--- config.mk ---
export PLATFORM = sky130hd
export DESIGN_NAME = mips_cpu_wb_arbiter_flat
export DESIGN_NICKNAME = d
export VERILOG_FILES = /design/src/rtl/mips_cpu_wb_arbiter_if.sv /design/src/rtl/mips_cpu_wb_arbiter.sv /design/src/flat_wrapper.sv
export SDC_FILE = /design/constraint.sdc
export NUM_CORES = 1
export LEC_CHECK = 0
export ABC_AREA = 1
export CORE_ASPECT_RATIO = 1.5
export CORE_UTILIZATION = 60
export DETAILED_ROUTE_END_ITERATION = 12
export DONT_BUFFER_PORTS = 1
export PLACE_DENSITY = 0.76
export REMOVE_ABC_BUFFERS = 1
export SETUP_SLACK_MARGIN = 0.15
export SYNTH_ARGS = -nofsm -noshare
export SYNTH_HDL_FRONTEND = slang
export SYNTH_SLANG_ARGS = --single-unit
--- constraint.sdc ---
create_clock -name clk -period 2.95 [get_ports clk]
set_clock_uncertainty 0.1 [all_clocks]
set_input_delay 0.295 -clock clk [delete_from_list [all_inputs] [get_ports clk]]
set_output_delay 0.295 -clock clk [all_outputs]
set_load 0.03 [all_outputs]
--- src/rtl/mips_cpu_wb_arbiter_if.sv ---
`default_nettype none
// ============================================================================
// Module   : mips_cpu_wb_arbiter_if
// Purpose  : Writeback request, load-scoreboard and register-file write bundle.
// Revision : 1.0 - initial release
// ============================================================================
interface mips_cpu_wb_arbiter_if;
    logic        alu_valid;
    logic        alu_ready;
    logic [4:0]  alu_addr;
    logic [31:0] alu_data;
    logic        mem_valid;
    logic        mem_ready;
    logic [4:0]  mem_addr;
    logic [31:0] mem_data;
    logic        load_issue;
    logic [4:0]  load_addr;
    logic [4:0]  chk_addr_a;
    logic [4:0]  chk_addr_b;
    logic        hazard;
    logic        rf_write;
    logic [4:0]  rf_wrAddr;
    logic [31:0] rf_wrData;
    logic        sb_err;

    modport slave (
        input  alu_valid, alu_addr, alu_data,
        input  mem_valid, mem_addr, mem_data,
        input  load_issue, load_addr, chk_addr_a, chk_addr_b,
        output alu_ready, mem_ready, hazard,
        output rf_write, rf_wrAddr, rf_wrData, sb_err
    );

    modport master (
        output alu_valid, alu_addr, alu_data,
        output mem_valid, mem_addr, mem_data,
        output load_issue, load_addr, chk_addr_a, chk_addr_b,
        input  alu_ready, mem_ready, hazard,
        input  rf_write, rf_wrAddr, rf_wrData, sb_err
    );
endinterface
`default_nettype wire

--- src/rtl/mips_cpu_wb_arbiter.sv ---
`default_nettype none
// ============================================================================
// Module   : mips_cpu_wb_arbiter
// Purpose  : Arbitrates ALU vs load-return writeback onto the single register
//            file write port and tracks per-register pending loads.
// Revision : 1.0 - initial release
// ============================================================================
module mips_cpu_wb_arbiter #(
    parameter int MAX_WAIT = 4
) (
    input  wire logic               clk,
    input  wire logic               reset,
    mips_cpu_wb_arbiter_if.slave    bus
);

    localparam logic [3:0] c_max_wait = 4'(MAX_WAIT);

    logic        w_alu_gnt;
    logic        w_mem_gnt;
    logic [3:0]  r_wait_cnt;
    logic [3:0]  w_wait_nxt;

    logic        r_rf_write;
    logic [4:0]  r_rf_wraddr;
    logic [31:0] r_rf_wrdata;
    logic        w_rf_write_nxt;
    logic [4:0]  w_rf_wraddr_nxt;
    logic [31:0] w_rf_wrdata_nxt;

    logic [31:0] r_pending;
    logic [31:0] w_set;
    logic [31:0] w_clr;
    logic [31:0] w_pending_nxt;
    logic        r_sb_err;
    logic        w_sb_err_nxt;

    // Loads win ties so the pipeline drains, unless the ALU has starved long enough.
    always_comb begin
        w_alu_gnt = 1'b0;
        w_mem_gnt = 1'b0;
        if (!reset) begin
            if (bus.alu_valid && bus.mem_valid) begin
                if (r_wait_cnt == c_max_wait) begin
                    w_alu_gnt = 1'b1;
                end else begin
                    w_mem_gnt = 1'b1;
                end
            end else if (bus.alu_valid) begin
                w_alu_gnt = 1'b1;
            end else if (bus.mem_valid) begin
                w_mem_gnt = 1'b1;
            end
        end
    end

    assign bus.alu_ready = w_alu_gnt;
    assign bus.mem_ready = w_mem_gnt;

    always_comb begin
        w_wait_nxt = r_wait_cnt;
        if (!bus.alu_valid || w_alu_gnt) begin
            w_wait_nxt = 4'd0;
        end else if (r_wait_cnt < c_max_wait) begin
            w_wait_nxt = r_wait_cnt + 4'd1;
        end
    end

    always_ff @(posedge clk) begin
        if (reset) begin
            r_wait_cnt <= 4'd0;
        end else begin
            r_wait_cnt <= w_wait_nxt;
        end
    end

    // A write to r0 is still accepted and captured, but never enabled.
    always_comb begin
        w_rf_write_nxt  = 1'b0;
        w_rf_wraddr_nxt = r_rf_wraddr;
        w_rf_wrdata_nxt = r_rf_wrdata;
        if (w_alu_gnt) begin
            w_rf_write_nxt  = |bus.alu_addr;
            w_rf_wraddr_nxt = bus.alu_addr;
            w_rf_wrdata_nxt = bus.alu_data;
        end else if (w_mem_gnt) begin
            w_rf_write_nxt  = |bus.mem_addr;
            w_rf_wraddr_nxt = bus.mem_addr;
            w_rf_wrdata_nxt = bus.mem_data;
        end
    end

    always_ff @(posedge clk) begin
        if (reset) begin
            r_rf_write  <= 1'b0;
            r_rf_wraddr <= 5'd0;
            r_rf_wrdata <= 32'd0;
        end else begin
            r_rf_write  <= w_rf_write_nxt;
            r_rf_wraddr <= w_rf_wraddr_nxt;
            r_rf_wrdata <= w_rf_wrdata_nxt;
        end
    end

    assign bus.rf_write  = r_rf_write;
    assign bus.rf_wrAddr = r_rf_wraddr;
    assign bus.rf_wrData = r_rf_wrdata;

    // Set beats clear on the same register; bit 0 is masked so r0 never stalls.
    always_comb begin
        w_set         = (bus.load_issue && (bus.load_addr != 5'd0))
                        ? (32'd1 << bus.load_addr) : 32'd0;
        w_clr         = w_mem_gnt ? (32'd1 << bus.mem_addr) : 32'd0;
        w_pending_nxt = ((r_pending & ~w_clr) | w_set) & ~32'd1;
        w_sb_err_nxt  = r_sb_err | (|(w_set & r_pending & ~w_clr));
    end

    always_ff @(posedge clk) begin
        if (reset) begin
            r_pending <= 32'd0;
            r_sb_err  <= 1'b0;
        end else begin
            r_pending <= w_pending_nxt;
            r_sb_err  <= w_sb_err_nxt;
        end
    end

    assign bus.hazard = r_pending[bus.chk_addr_a] | r_pending[bus.chk_addr_b];
    assign bus.sb_err = r_sb_err;

endmodule
`default_nettype wire

--- src/flat_wrapper.sv ---
// flat-port wrapper written by rule: the top's interface ports become plain ports
module mips_cpu_wb_arbiter_flat 
#(
    parameter int MAX_WAIT = 4
)
  (clk, reset, bus_alu_valid, bus_alu_addr, bus_alu_data, bus_mem_valid, bus_mem_addr, bus_mem_data, bus_load_issue, bus_load_addr, bus_chk_addr_a, bus_chk_addr_b, bus_alu_ready, bus_mem_ready, bus_hazard, bus_rf_write, bus_rf_wrAddr, bus_rf_wrData, bus_sb_err);
  mips_cpu_wb_arbiter_if bus_i ();
  input  wire logic clk;
  input  wire logic reset;
  input wire logic [$bits(bus_i.alu_valid)-1:0] bus_alu_valid;
  input wire logic [$bits(bus_i.alu_addr)-1:0] bus_alu_addr;
  input wire logic [$bits(bus_i.alu_data)-1:0] bus_alu_data;
  input wire logic [$bits(bus_i.mem_valid)-1:0] bus_mem_valid;
  input wire logic [$bits(bus_i.mem_addr)-1:0] bus_mem_addr;
  input wire logic [$bits(bus_i.mem_data)-1:0] bus_mem_data;
  input wire logic [$bits(bus_i.load_issue)-1:0] bus_load_issue;
  input wire logic [$bits(bus_i.load_addr)-1:0] bus_load_addr;
  input wire logic [$bits(bus_i.chk_addr_a)-1:0] bus_chk_addr_a;
  input wire logic [$bits(bus_i.chk_addr_b)-1:0] bus_chk_addr_b;
  output wire logic [$bits(bus_i.alu_ready)-1:0] bus_alu_ready;
  output wire logic [$bits(bus_i.mem_ready)-1:0] bus_mem_ready;
  output wire logic [$bits(bus_i.hazard)-1:0] bus_hazard;
  output wire logic [$bits(bus_i.rf_write)-1:0] bus_rf_write;
  output wire logic [$bits(bus_i.rf_wrAddr)-1:0] bus_rf_wrAddr;
  output wire logic [$bits(bus_i.rf_wrData)-1:0] bus_rf_wrData;
  output wire logic [$bits(bus_i.sb_err)-1:0] bus_sb_err;
  assign bus_i.alu_valid = bus_alu_valid;
  assign bus_i.alu_addr = bus_alu_addr;
  assign bus_i.alu_data = bus_alu_data;
  assign bus_i.mem_valid = bus_mem_valid;
  assign bus_i.mem_addr = bus_mem_addr;
  assign bus_i.mem_data = bus_mem_data;
  assign bus_i.load_issue = bus_load_issue;
  assign bus_i.load_addr = bus_load_addr;
  assign bus_i.chk_addr_a = bus_chk_addr_a;
  assign bus_i.chk_addr_b = bus_chk_addr_b;
  assign bus_alu_ready = bus_i.alu_ready;
  assign bus_mem_ready = bus_i.mem_ready;
  assign bus_hazard = bus_i.hazard;
  assign bus_rf_write = bus_i.rf_write;
  assign bus_rf_wrAddr = bus_i.rf_wrAddr;
  assign bus_rf_wrData = bus_i.rf_wrData;
  assign bus_sb_err = bus_i.sb_err;
  mips_cpu_wb_arbiter #(.MAX_WAIT(MAX_WAIT)) u_core (.clk(clk), .reset(reset), .bus(bus_i));
endmodule
==> results.md, run 1 <==
GRT:
- For this run, the total global-route usage over all layers was measured as 35.2%.
- Entering global routing, the biggest net connects 65 pins.
- The first global-routing pass estimated 21400 microns of wire.
- The total overflow reported by the global router is 0.
- The via count of the first global-routing pass is 4446.
- The initial antenna violation count is 0.

Setup path:
- The critical path goes through o21ai_0, o21ai_0, nand2_1, nand2_1, nand2_1, nor2_1, a21oi_1, nand2_1.
- The number of cells traversed by the worst register-to-register path is 12.
- STA classifies the critical path endpoint as a primary output.
- The largest stage delay on the critical path is 0.61 ns.
- The sum of buffers and inverters on the critical path is 0.
- The startpoint of the lowest-slack register-to-register path is u_core.r_wait_cnt[0].
- In this run the worst setup path begins at u_core.r_pending[5].
- In this design, the largest share of critical-path delay is due to compound AO/OA/AOI/OAI gates.
- The total stage count of the critical path is 8.
- The maximum net fanout on the critical path is 4.
- The critical path arrival is 2.07 ns.
- Data on the critical path is required at its endpoint by 2.56 ns.
- The setup slack of the most critical reg-to-reg path is between 0.5 and 0.6 ns.
- The critical path is of the flop to primary output type.
- The most repeated library cell on the critical path is sky130_fd_sc_hd__nand2_1.
- The critical path ends at bus_hazard.
- Among all stages on the critical path, the largest delay is contributed by sky130_fd_sc_hd__o21ai_0.
- STA classifies the critical path startpoint as a flop.
- In this run the critical register-to-register path is captured at u_core.bus.sb_err.

CTS:
- The TritonCTS clock tree is done.
- The longest clock path from root to sink contains 2 buffers.
- The clock-pin slew on the worst setup and hold paths is around 0.06 ns.
- The number of CTS-inserted buffers is 9.
- The root buffer cell chosen for the clock tree is sky130_fd_sc_hd__clkbuf_16.
- For the worst-skew pair, the clock arrives at the later sink with an insertion delay of around 0.34 ns.
- CTS saw 74 sinks.
- The H-tree was split into 3 levels.
- The number of setup buffers added after CTS is 0.

Yosys:
- After synthesis the netlist holds a flip-flop and latch count of 74.
- The post-synthesis sequential area ratio is between 30% and 40%.
- The mean area per synthesized cell is between 5 and 6 sq um.
- The netlist area before placement is 0.00466 sq mm.
- The post-synthesis share of cell area spent on and, or, nand and nor gates is 42.8%.
- The netlist uses 30 different library cells.
- The Yosys step of the flow raised 0 warnings.
- The area fraction in compound gates after synthesis is between 10% and 20%.
- The most instantiated flip-flop cell in the synthesis netlist is sky130_fd_sc_hd__dfxtp_1.
- Counting flops with an async set or reset pin after synthesis yields a share of 0%.
- The portion of synthesized area spent on multiplexers is 0%.
- Synthesis handed over a netlist of approximately 780 instances.
- The main combinational cell family by area after synthesis is simple AND/OR/NAND/NOR gates.
- In this run, synthesis inferred 0 flip-flops with an integrated enable.
- The area share of fa/ha/maj cells after synthesis is 0.537%.
- The fraction of synthesized cell area in xor and xnor cells is less than 1%.

STA:
- Static timing analysis puts the maximum clock frequency at between 0.4 and 0.5 GHz.
- The part of the cycle the worst path needs is a little over four fifths.
- The final critical-path required period is 2.47 ns.
- Setup repair after global routing left no endpoint under its margin.
- The setup TNS is 0 ns.
- The transition time of the tightest slew-check pin is ~1.2 ns.
- The final number of setup-violating endpoints is 0.
- The tightest slew margin relative to the limit is roughly a fifth.
- The final count of hold timing violations is 0.
- The final critical-path setup slack is between 0.4 and 0.5 ns.
- The max-slew violation count came to 0.

Die:
- The area of the die is just over 0.008 sq mm.
- The die is between 70 and 80 microns wide.
- In this run the core area contains 39 standard-cell rows.
- The core region is 0.00756 sq mm.
- Once the floorplan was initialized, standard cells occupied 61.6% of the core.
- approximately 140 I/O pins were placed.
- The height of the chip is 110 microns.

Placed design:
- In this run the tool buffered the top-level ports with 0 buffer cells.
- Detailed placement ended at an HPWL of 9880 microns.
- The final estimated routing congestion in global placement is 0.957.
- OpenSTA, run right after detailed placement, puts the worst setup slack at 0.688 ns.
- The placed instances occupy a cell area of 0.00455 sq mm.

Routing:
- The DRC marker count from the first detailed-route iteration is 440.
- The number of design rule violations left after detail routing is 0.
- The detailed-router iteration count before antenna repair is 8.
- Across all layers, the routed design uses between 5k and 6k vias.
- The wire length after detailed routing is 13800 microns.
- After detailed routing, the number of vias per cell comes to between 5 and 6.
- After detailed routing, the average wire length per cell comes to 16.1 microns.
- The count of antenna-violating nets left after detailed routing is 0.

Outcome:
- The flow ran to the end, and the final reports show no timing, DRC or antenna violations.

Finish:
- The summed area of non-filler cells in the final layout is roughly 0.0049 sq mm.
- The count of antenna diodes in the layout is 0.
- At the end of the flow the core is filled with cells to 64.3%.
- Of the cells placed in the final design, the portion with a size suffix greater than 1 is 3.71%.
- The net count of the finished layout is between 800 and 900.
- Compared with the post-synthesis result, the final layout area differs by 4.43%.

Flow run:
- Max-cap violations in this run came to 0.

Pwr:
- The total power after layout is approximately 2500 uW.
- The analysis attributes to cell leakage a power of around 0.0022 uW.
- The worst-case IR drop observed on VDD is 0.513 mV.
- The cell area power density is between 500 and 600 mW/mm^2.

Min path:
- The min-delay analysis places its worst path in the category input pin to flop.
[cells in the final DEF, fill, tap and decap left out]
cell,count
sky130_fd_sc_hd__xor2_1,1
sky130_fd_sc_hd__nor2_4,1
sky130_fd_sc_hd__nor2_1,116
sky130_fd_sc_hd__nor2_2,2
sky130_fd_sc_hd__inv_1,79
sky130_fd_sc_hd__a21oi_1,53
sky130_fd_sc_hd__clkbuf_16,9
sky130_fd_sc_hd__clkbuf_8,1
sky130_fd_sc_hd__bufinv_16,1
sky130_fd_sc_hd__buf_4,3
sky130_fd_sc_hd__nand4_1,12
sky130_fd_sc_hd__nor3_1,7
sky130_fd_sc_hd__clkinv_1,3
sky130_fd_sc_hd__inv_4,1
sky130_fd_sc_hd__nor3b_1,1
sky130_fd_sc_hd__nand2_2,1
sky130_fd_sc_hd__nor2_8,1
sky130_fd_sc_hd__dfxtp_1,74
sky130_fd_sc_hd__nand2_4,1
sky130_fd_sc_hd__clkinv_4,3
sky130_fd_sc_hd__nand2_1,200
sky130_fd_sc_hd__o211ai_1,10
sky130_fd_sc_hd__o21bai_1,1
sky130_fd_sc_hd__inv_2,1
sky130_fd_sc_hd__nand3_4,1
sky130_fd_sc_hd__o22ai_1,2
sky130_fd_sc_hd__o21ai_0,42
sky130_fd_sc_hd__ha_1,2
sky130_fd_sc_hd__clkinv_2,2
sky130_fd_sc_hd__nand3_1,121
sky130_fd_sc_hd__nand3b_1,1
sky130_fd_sc_hd__dlygate4sd3_1,1
[state kept, by name (all words and copies together), names as in the netlist]
register              count
u_core.bus.rf_wrData     32
u_core.r_pending         31
u_core.bus.rf_wrAddr      5
u_core.r_wait_cnt         4
u_core.bus.rf_write       1
u_core.bus.sb_err         1
[layer usage]
layer	share of wire (%)	track usage (%)	vias up
li1	-	-	2443
met1	36	36.0	2283
met2	50	59.4	277
met3	8.2	12.4	60
met4	5.7	23.6	0
met5	0	0	-
[power breakdown]
group | internal, uW | leakage, uW | switching (uW) | total [uW]
sequential | 1040 | 0.000603 | 93.9 | 1130
clock | 678 | 0.000152 | 426 | 1100
combinational | 84.5 | 0.00145 | 182 | 266
total | 1800 | 0.00221 | 701 | 2500
[cell usage after synthesis, types with 6 or more instances]
library cell / count / area (sq um)
sky130_fd_sc_hd__nand2_1: 200 / 751
sky130_fd_sc_hd__o21ai_0: 42 / 210
sky130_fd_sc_hd__dfxtp_1: 74 / 1480
sky130_fd_sc_hd__nand3_1: 121 / 606
sky130_fd_sc_hd__buf_2: 18 / 90.1
sky130_fd_sc_hd__nor2_1: 116 / 435
sky130_fd_sc_hd__inv_1: 79 / 297
sky130_fd_sc_hd__nor3_1: 7 / 35.0
sky130_fd_sc_hd__buf_4: 6 / 45.0
sky130_fd_sc_hd__a21oi_1: 53 / 265
sky130_fd_sc_hd__nand4_1: 12 / 75.1
sky130_fd_sc_hd__o211ai_1: 10 / 75.1
sky130_fd_sc_hd__clkbuf_1: 13 / 48.8
[stage by stage]
step | cells | hold WS, ns
global route | 856 | 0.0592
floorplan | 734 | 0.264
detailed placement | 839 | 0.274
CTS | 856 | 0.0272
finish | 856 | 0.0543
global placement | 839 | 0.272
[worst min path at each step]
stage / depth (start not counted) / from / slack (ns) / end
floorplan: 1 / reset / 0.26 / u_core.bus.sb_err
global placement: 1 / reset / 0.27 / u_core.r_pending[27]
detailed placement: 1 / reset / 0.27 / u_core.r_pending[26]
CTS: 2 / bus_mem_addr[4] / 0.03 / u_core.bus.rf_write
global route: 2 / bus_mem_addr[4] / 0.06 / u_core.bus.rf_write
finish: 2 / bus_mem_addr[4] / 0.05 / u_core.bus.rf_write
[timing repair]
action,in CTS,in global routing
gates resized for setup,0,0
endpoints found under the hold margin,32,0
hold buffers,1,0
[cells by family after synthesis]
family / Yosys count
AND/OR/NAND/NOR: 465
buffers and inverters: 131
AO/OA/AOI/OAI: 108
flip-flops: 74
adder cells (fa/ha/maj): 2
XOR/XNOR: 1
[area by class of cell]
type / instances / area, sq um
Multi-Input combinational cell: 576 / 2600
Tap cell: 102 / 128
Inverter: 84 / 318
Clock inverter: 6 / 66.3
Clock buffer: 10 / 239
Sequential cell: 74 / 1480
Fill cell: 757 / 2700
Timing Repair Buffer: 4 / 32.5
(Power assumes the default switching activity.)
==> inputs of run 2 (changes only) <==
Clock period 2.95 ns to 2.55 ns, I/O delays scaled along.
==> run 2 against run 1 <==
Count of clock-buffer cells in the layout is 1 lower; global-route usage is 1.8 points lower; critical endpoint is now bus_mem_ready; worst setup slack worse by 0.22 ns; power is 14% higher; hold slack worse by 0.038 ns; critical path depth is 2 lower.
==> results.md, run 2 (synthesis gave the netlist of run 1 again) <==
Outcome:
- Status: finished, final reports clean (unchanged).

Routing:
- The wire length after detailed routing is 13400 microns (was 13800 microns).
- The detailed-router iteration count before antenna repair is 5 (was 8).
- The routed length per instance is 15.6 microns (was 16.1 microns).
- The count of antenna-violating nets left after detailed routing was 0 (unchanged).
- The number of design rule violations left after detail routing came to 0 (unchanged).
- The DRC marker count from the first detailed-route iteration came to 320 (was 440).
- The total via count in the routed design is 5025 (was 5063).
- The via density per instance is 5.86 (was 5.91).

CTS:
- The number of CTS-inserted buffers was 9 (unchanged).
- The source-to-sink clock delay at the later pin of the worst-skew pair came to 0.34 ns (about the same).
- The number of setup buffers added after CTS was 0 (unchanged).
- The clock tree root driver cell is sky130_fd_sc_hd__clkbuf_16 (unchanged).
- The maximum count of clock buffers along a single path was 2 (unchanged).
- The total number of clock tree sinks is 74 (unchanged).
- The number of H-tree branching levels is 3 (unchanged).
- The TritonCTS clock tree was done (unchanged).
- The clock-pin slew on the worst setup and hold paths came to 0.06 ns (about the same).

Pwr:
- The internal power component is 1990 uW (was 1800 uW).
- The peak supply drop was 0.443 mV (was 0.513 mV).
- The total power after layout is 2840 uW (was 2500 uW).
- The combinational cell fraction of total power is 10.7% (was 10.6%).
- The reported net switching power is 856 uW (was 701 uW).
- The clock share of power is 43.2% (was 44.1%).
- The switching share of power is 30.1% (was 28.0%).
- The leakage power is 0.00221 uW (about the same).
- The register share of total power is 46.1% (was 45.3%).
- The cell area power density is 583 mW/mm^2 (was 514 mW/mm^2).

Placed design:
- The final estimated routing congestion in global placement was 0.960 (was 0.957).
- The placement-stage worst setup slack is 0.417 ns (was 0.688 ns).
- The count of buffers inserted at the top-level ports came to 0 (unchanged).
- The number of cells after detailed placement is 841 (was 839).
- The post-DP HPWL is 9820 microns (was 9880 microns).

Setup path:
- The maximum net fanout on the critical path came to 34 (was 4).
- The kind of start point of the critical path was a flop (unchanged).
- The setup slack of the most critical reg-to-reg path is 0.33 ns (was 0.55 ns).
- The critical path arrival is 1.93 ns (was 2.07 ns).
- The required time at the worst-slack endpoint is 2.19 ns (was 2.56 ns).
- The endpoint class of the critical path is a primary output (unchanged).
- The worst setup path category is flop to primary output (unchanged).

GRT:
- The wire length of the first global-routing pass is 20400 microns (was 21400 microns).
- The met2 global-route usage was 57.9% (was 59.4%).
- The combined global-route utilization of all metal layers was 33.4% (was 35.2%).
- The met1 track demand over resource is 32.9% (was 36.0%).
- The total overflow reported by the global router is 0 (unchanged).
- The layer carrying the most global-route usage is met2 (unchanged).
- The global routing met3 resource utilization is 8.89% (was 12.4%).
- The maximum number of pins on one net before global-route repair was 39 (was 65).
- The via count of the first global-routing pass is 4441 (was 4446).
- The initial antenna violation count is 0 (unchanged).

Finish:
- The flip-flop count of the largest register, all copies and words added is 32 (unchanged).
- The share of cells above drive strength 1 was 4.10% (was 3.71%).
- The final core utilization came to 64.5% (was 64.3%).
- The leading cell type in the layout, fill and taps excluded was sky130_fd_sc_hd__nand2_1 (unchanged).
- The synthesis-to-finish area growth is 4.70% (was 4.43%).
- Top library cells by usage in the layout, fill and taps aside: sky130_fd_sc_hd__nand2_1 (200), sky130_fd_sc_hd__nand3_1 (121), sky130_fd_sc_hd__nor2_1 (116) (unchanged).
- The count of antenna diodes in the layout was 0 (unchanged).
- The number of standard cells in the layout, taps in and fillers out came to 858 (was 856).
- The number of nets in the layout came to 847 (was 845).

STA:
- Setup repair after global routing missed its margin: no (unchanged).
- Derived from the worst setup path, the maximum achievable clock frequency is 0.438 GHz.
- The tightest slew margin relative to the limit came to 59.4% (was 18.7%).
- The transition time of the tightest slew-check pin is 0.608 ns (was 1.22 ns).
- The max-slew violation count was 0 (unchanged).
- The final critical-path required period is 2.28 ns.
- Dividing the final minimum period by the clock period gives 89.6%.
- The final count of hold timing violations is 0 (unchanged).
- The final critical-path setup slack is 0.266 ns (was 0.483 ns).
- The final-layout worst hold slack is 0.0165 ns (was 0.0543 ns).
- The final number of setup-violating endpoints is 0 (unchanged).

Die:
- The number of rows in the core area is 39 (unchanged).
- The initial core utilization came to 61.6% (unchanged).
- The area of the die was 0.00813 sq mm (unchanged).
- The number of placed I/O pins is 136 (unchanged).
- The height of the chip is 110 microns (unchanged).
- The overall die width was 73.9 microns (unchanged).
- The area of the core is 0.00756 sq mm (unchanged).

Min path:
- The worst min-delay path category is input pin to flop (unchanged).

Flow run:
- The reported max-cap violation count is 0 (unchanged).
run 2: changes by cell type in the layout (fill, tap and decap cells not counted), sizes merged:
cell,previous run,this run
inv,81,87
clkbuf,10,9
bufinv,1,0
dlygate4sd3,1,0
clkinv,8,4
buf,3,6
run 2: path summary, 6_finish.rpt:
path | from | to | depth (start not counted)
max reg2reg | u_core.r_wait_cnt[0] | u_core.bus.sb_err | 12
min | bus_mem_addr[4] | u_core.bus.rf_write | 2
min reg2reg | u_core.r_wait_cnt[3] | u_core.r_wait_cnt[3] | 2
max | u_core.r_wait_cnt[0] | bus_mem_ready | 6
run 2: through the flow:
step | TNS [ns] | instance area, sq um
after floorplan | -0.00888 | 4400
after global placement | 0 | 4560
after detailed placement | 0 | 4560
after CTS | 0 | 4870
after global routing | 0 | 4880
final | 0 | 4880
run 2: what timing repair did:
action,CTS,global route
hold buffers,1,0
resized for setup,0,1
hold endpoints to repair,32,0
setup endpoints to repair,0,1
run 2: layer usage:
layer	wire length (microns)	up-vias
li1	-	2453
met1	4810	2219
met2	6540	277
met3	1080	76
met4	965	0
met5	0	-
run 2: layout make-up:
cell class | count | area [sq um]
well taps | 102 | 128
clock inverters | 7 | 63.8
repair buffers | 6 | 61.3
multi-input cells | 576 | 2600
clock buffers | 9 | 225
fillers | 737 | 2690
inverters | 84 | 318
flip-flops and latches | 74 | 1480
run 2: worst max-delay path: stages (launching register included):
cell and delay [ns]:
sky130_fd_sc_hd__dfxtp_1 0.34, sky130_fd_sc_hd__inv_1 0.07, sky130_fd_sc_hd__ha_1 0.21, sky130_fd_sc_hd__nand4_1 0.13, sky130_fd_sc_hd__nand2_4 0.18, sky130_fd_sc_hd__inv_4 0.30
sky130_fd_sc_hd__buf_6 0.33
run 2: power groups by stage:
| stage | logic, uW | registers (uW) | clock network, uW |
|---|---|---|---|
| after floorplan | 228 | 1320 | 0 |
| after global placement | 280 | 1330 | 0 |
| after detailed placement | 289 | 1330 | 0 |
| after CTS | 302 | 1310 | 1250 |
| after global routing | 344 | 1310 | 1290 |
| final | 304 | 1310 | 1230 |
==> inputs of run 3 (changes only) <==
Settings changed: ABC_AREA 1 to default, MAX_ROUTING_LAYER from default to met4.
==> run 3 against run 2 <==
Via count down 12%; first-iteration DRC count up 100%; die area down 14%; hold slack worse by 0.011 ns; largest power group unchanged; highest routed layer unchanged.
==> results.md, run 3 <==
CTS:
- The source-to-sink clock delay at the later pin of the worst-skew pair is 0.37 ns (was 0.34 ns).
- The TritonCTS clock tree is done (unchanged).
- The total number of clock tree sinks is 74 (unchanged).
- The maximum count of clock buffers along a single path came to 2 (unchanged).
- The clock tree root driver cell is sky130_fd_sc_hd__clkbuf_8 (was sky130_fd_sc_hd__clkbuf_16).
- The clock-pin slew on the worst setup and hold paths is 0.08 ns (was 0.06 ns).
- The number of CTS-inserted buffers is 9 (unchanged).
- The number of H-tree branching levels is 3 (unchanged).

Placed design:
- The post-detailed-placement cell area is 0.00406 sq mm (was 0.00456 sq mm).
- The post-DP HPWL is 8730 microns (was 9820 microns).
- The final estimated routing congestion in global placement is 0.986 (was 0.960).
- The placement-stage worst setup slack is 0.0299 ns (was 0.417 ns).
- The count of buffers inserted at the top-level ports is 0 (unchanged).

Pwr:
- The clock share of power came to 37.0% (was 43.2%).
- The combinational cell fraction of total power came to 13.3% (was 10.7%).
- The reported net switching power was 756 uW (was 856 uW).
- The leakage power was 0.00175 uW (was 0.00221 uW).
- The peak supply drop was 0.585 mV (was 0.443 mV).
- The cell area power density is 510 mW/mm^2 (was 583 mW/mm^2).
- The register share of total power is 49.7% (was 46.1%).
- The switching share of power is 28.7% (was 30.1%).
- The internal power component is 1880 uW (was 1990 uW).

Yosys:
- The post-synthesis share of cell area spent on and, or, nand and nor gates is 22.1% (was 42.8%).
- The count of cell types in the netlist is 61 (was 30).
- The fraction of registers with async set or reset after synthesis is 0% (unchanged).
- Most frequent cells after synthesis: sky130_fd_sc_hd__dfxtp_1 (74), sky130_fd_sc_hd__nor2_1 (52), sky130_fd_sc_hd__clkbuf_1 (38) (was sky130_fd_sc_hd__nand2_1 (200), sky130_fd_sc_hd__nand3_1 (121), sky130_fd_sc_hd__nor2_1 (116)).
- The synthesis warning total is 0 (unchanged).
- The area fraction in compound gates after synthesis is 23.9% (was 12.2%).
- The fraction of synthesized cell area in xor and xnor cells came to 0.219% (was 0.188%).
- The post-synthesis sequential area ratio is 37.0% (was 31.8%).
- The area share of the leading cell type in the synthesized netlist came to 37.0% (was 31.8%).
- The mean area per synthesized cell came to 9.06 sq um (was 5.96 sq um).
- Most area-consuming cells after synthesis: sky130_fd_sc_hd__dfxtp_1 (37%), sky130_fd_sc_hd__mux4_2 (10%), sky130_fd_sc_hd__a222oi_1 (9.2%) (was sky130_fd_sc_hd__dfxtp_1 (32%), sky130_fd_sc_hd__nand2_1 (16%), sky130_fd_sc_hd__nand3_1 (13%)).
- The most instantiated flip-flop cell in the synthesis netlist is sky130_fd_sc_hd__dfxtp_1 (unchanged).
- The count of flip-flops with a built-in enable after synthesis is 0 (unchanged).
- The netlist area before placement is 0.00401 sq mm (was 0.00466 sq mm).
- The cell type with the largest total area after synthesis is sky130_fd_sc_hd__dfxtp_1 (unchanged).
- The main combinational cell family by area after synthesis was compound AO/OA/AOI/OAI gates (was simple AND/OR/NAND/NOR gates).
- The post-synthesis register bit count is 74 (unchanged).
- The proportion of synthesized area in mux cells is 11.4% (was 0%).
- The cell with the most instances after synthesis was sky130_fd_sc_hd__dfxtp_1 (was sky130_fd_sc_hd__nand2_1).
- The gate count after technology mapping is 442 (was 781).
- The area share of fa/ha/maj cells after synthesis is 0.625% (was 0.537%).

Setup path:
- The worst setup path category is flop to primary output (unchanged).
- The maximum net fanout on the critical path is 3 (was 34).
- By instance count, the cell type seen most on the critical path is sky130_fd_sc_hd__mux4_2.
- Critical path cell sequence: mux4_2, mux4_2, mux2i_1, nand2_2 (was inv_1, ha_1, nand4_1, nand2_4, inv_4, buf_6).
- The startpoint of the lowest-slack register-to-register path was u_core.r_wait_cnt[0] (unchanged).
- The library cell contributing the largest single delay on the critical path is sky130_fd_sc_hd__mux4_2 (was sky130_fd_sc_hd__dfxtp_1).
- The endpoint class of the critical path is a primary output (unchanged).
- The kind of start point of the critical path is a flop (unchanged).
- The origin of the worst setup path is u_core.r_pending[13] (was u_core.r_wait_cnt[0]).
- The critical path arrival came to 2.07 ns (was 1.93 ns).
- The required time at the worst-slack endpoint is 2.19 ns (about the same).
- The largest stage delay on the critical path is 0.52 ns (was 0.34 ns).

Die:
- The number of rows in the core area is 36 (was 39).
- The initial core utilization came to 61.8% (was 61.6%).
- The number of placed I/O pins is 136 (unchanged).
- The overall die width was 68.7 microns (was 73.9 microns).
- The height of the chip is 102 microns (was 110 microns).
- The area of the core is 0.00649 sq mm (was 0.00756 sq mm).
- The area of the die is 0.00701 sq mm (was 0.00813 sq mm).

Finish:
- The number of nets in the layout is 594 (was 847).
- The synthesis-to-finish area growth is 29.0% (was 4.70%).
- Top library cells by usage in the layout, fill and taps aside: sky130_fd_sc_hd__dlygate4sd3_1 (74), sky130_fd_sc_hd__dfxtp_1 (66), sky130_fd_sc_hd__nor2_1 (52) (was sky130_fd_sc_hd__nand2_1 (200), sky130_fd_sc_hd__nand3_1 (121), sky130_fd_sc_hd__nor2_1 (116)).
- The leading cell type in the layout, fill and taps excluded is sky130_fd_sc_hd__dlygate4sd3_1 (was sky130_fd_sc_hd__nand2_1).
- The share of cells above drive strength 1 was 15.9% (was 4.10%).
- The flip-flop count of the largest register, all copies and words added is 32 (unchanged).
- The final core utilization is 79.7% (was 64.5%).
- The summed area of non-filler cells in the final layout is 0.00517 sq mm (was 0.00488 sq mm).

Routing:
- The via density per instance was 7.65 (was 5.86).
- The number of design rule violations left after detail routing was 0 (unchanged).
- The wire length after detailed routing came to 15800 microns (was 13400 microns).
- The count of antenna-violating nets left after detailed routing came to 0 (unchanged).
- The detailed-router iteration count before antenna repair is 10 (was 5).
- The DRC marker count from the first detailed-route iteration is 646 (was 320).
- The total via count in the routed design came to 4428 (was 5025).
- The routed length per instance came to 27.2 microns (was 15.6 microns).

GRT:
- The wire length of the first global-routing pass is 23800 microns (was 20400 microns).
- The combined global-route utilization of all metal layers was 49.3% (was 33.4%).
- The layer carrying the most global-route usage is met2 (unchanged).
- The total overflow reported by the global router is 0 (unchanged).
- The maximum number of pins on one net before global-route repair came to 70 (was 39).
- The global routing met3 resource utilization is 23.4% (was 8.89%).
- The met2 global-route usage is 72.7% (was 57.9%).
- The met1 track demand over resource is 49.0% (was 32.9%).
- The initial antenna violation count is 0 (unchanged).
- The via count of the first global-routing pass came to 4455 (was 4441).

Flow run:
- The reported max-cap violation count is 0 (unchanged).

STA:
- The maximum clock frequency is 0.413 GHz (was 0.438 GHz).
- The tightest slew margin relative to the limit is 57.0% (was 59.4%).
- The final critical-path required period is 2.42 ns (was 2.28 ns).
- The final-layout worst hold slack was 0.00568 ns (was 0.0165 ns).
- Setup repair after global routing missed its margin: yes (was no).
- The transition time of the tightest slew-check pin is 0.642 ns (was 0.608 ns).
- The final count of hold timing violations is 0 (unchanged).
- The final number of setup-violating endpoints was 0 (unchanged).
- The part of the cycle the worst path needs came to 95.0% (was 89.6%).
- The final critical-path setup slack is 0.127 ns (was 0.266 ns).
- The max-slew violation count is 0 (unchanged).

Min path:
- The critical hold path startpoint is bus_load_addr[2] (was bus_mem_addr[4]).
- The worst min-delay path category is input pin to flop (unchanged).

Outcome:
- Status: finished, final reports clean (unchanged).
run 3: kinds of logic (layout without fill, tap and decap cells):
kind of cell               Yosys count  after routing
and+or+nand+nor                    165            165
AOI/OAI and AO/OA                  128            128
DFF                                 74             74
buffers and inverters               49            109
muxes                               23             23
adders and majority gates            2              2
xor gates and xnor gates             1              1
other                                0              1
run 3: per-stage QoR:
| step | instances | total power [uW] | TNS [ns] |
|---|---|---|---|
| after global placement | 486 | 1520 | 0 |
| after CTS | 576 | 2560 | 0 |
| after global routing | 578 | 2690 | 0 |
| final | 579 | 2630 | 0 |
| after floorplan | 400 | 1470 | -62.97 |
| after detailed placement | 486 | 1530 | 0 |
run 3: cell type report:
cell class              count  area, sq um
diodes                      1         2.50
clock buffers              11          151
clock inverters             4         51.3
fillers                   412         1320
inverters                   7         26.3
multi-input cells         319         2450
flip-flops and latches     74         1490
well taps                  76         95.1
repair buffers             87          896
run 3: power groups by stage:
| stage | combinational (uW) | sequential, uW | clock, uW |
|---|---|---|---|
| 6_report | 349 | 1310 | 975 |
| 5_1_grt | 369 | 1310 | 1010 |
| 4_1_cts | 313 | 1300 | 944 |
| 3_5_place_dp | 198 | 1330 | 0 |
| 3_3_place_gp | 195 | 1330 | 0 |
| 2_1_floorplan | 153 | 1320 | 0 |
run 3: what timing repair did:
item	CTS	global route
setup endpoints to repair	2	3
gates resized for setup	6	20
hold buffers	73	2
endpoints found under the hold margin	69	1
setup buffers	2	0
pin swaps	3	4
run 3: critical path: cells and delay by family, from the launching register on:
| kind | cells | cell delay, ns |
|---|---|---|
| flip-flops | 1 | 0.37 |
| multiplexers | 3 | 1.17 |
| AND/OR/NAND/NOR | 1 | 0.15 |
run 3: metal layers:
metal / share of wire [%] / wire (microns) / vias to the layer above
li1: - / - / 1852
met1: 33 / 5230 / 2083
met2: 47 / 7440 / 380
met3: 12 / 1820 / 113
met4: 8.1 / 1280 / 0
met5: 0 / 0 / -
run 3: final timing paths:
path	cells after the start	slack, ns	endpoint
worst min register to register	2	0.40	u_core.r_pending[17]
worst min-delay path	3	0.006	u_core.r_pending[16]
worst max register to register	9	0.13	u_core.bus.sb_err
worst max-delay path	4	0.13	bus_hazard
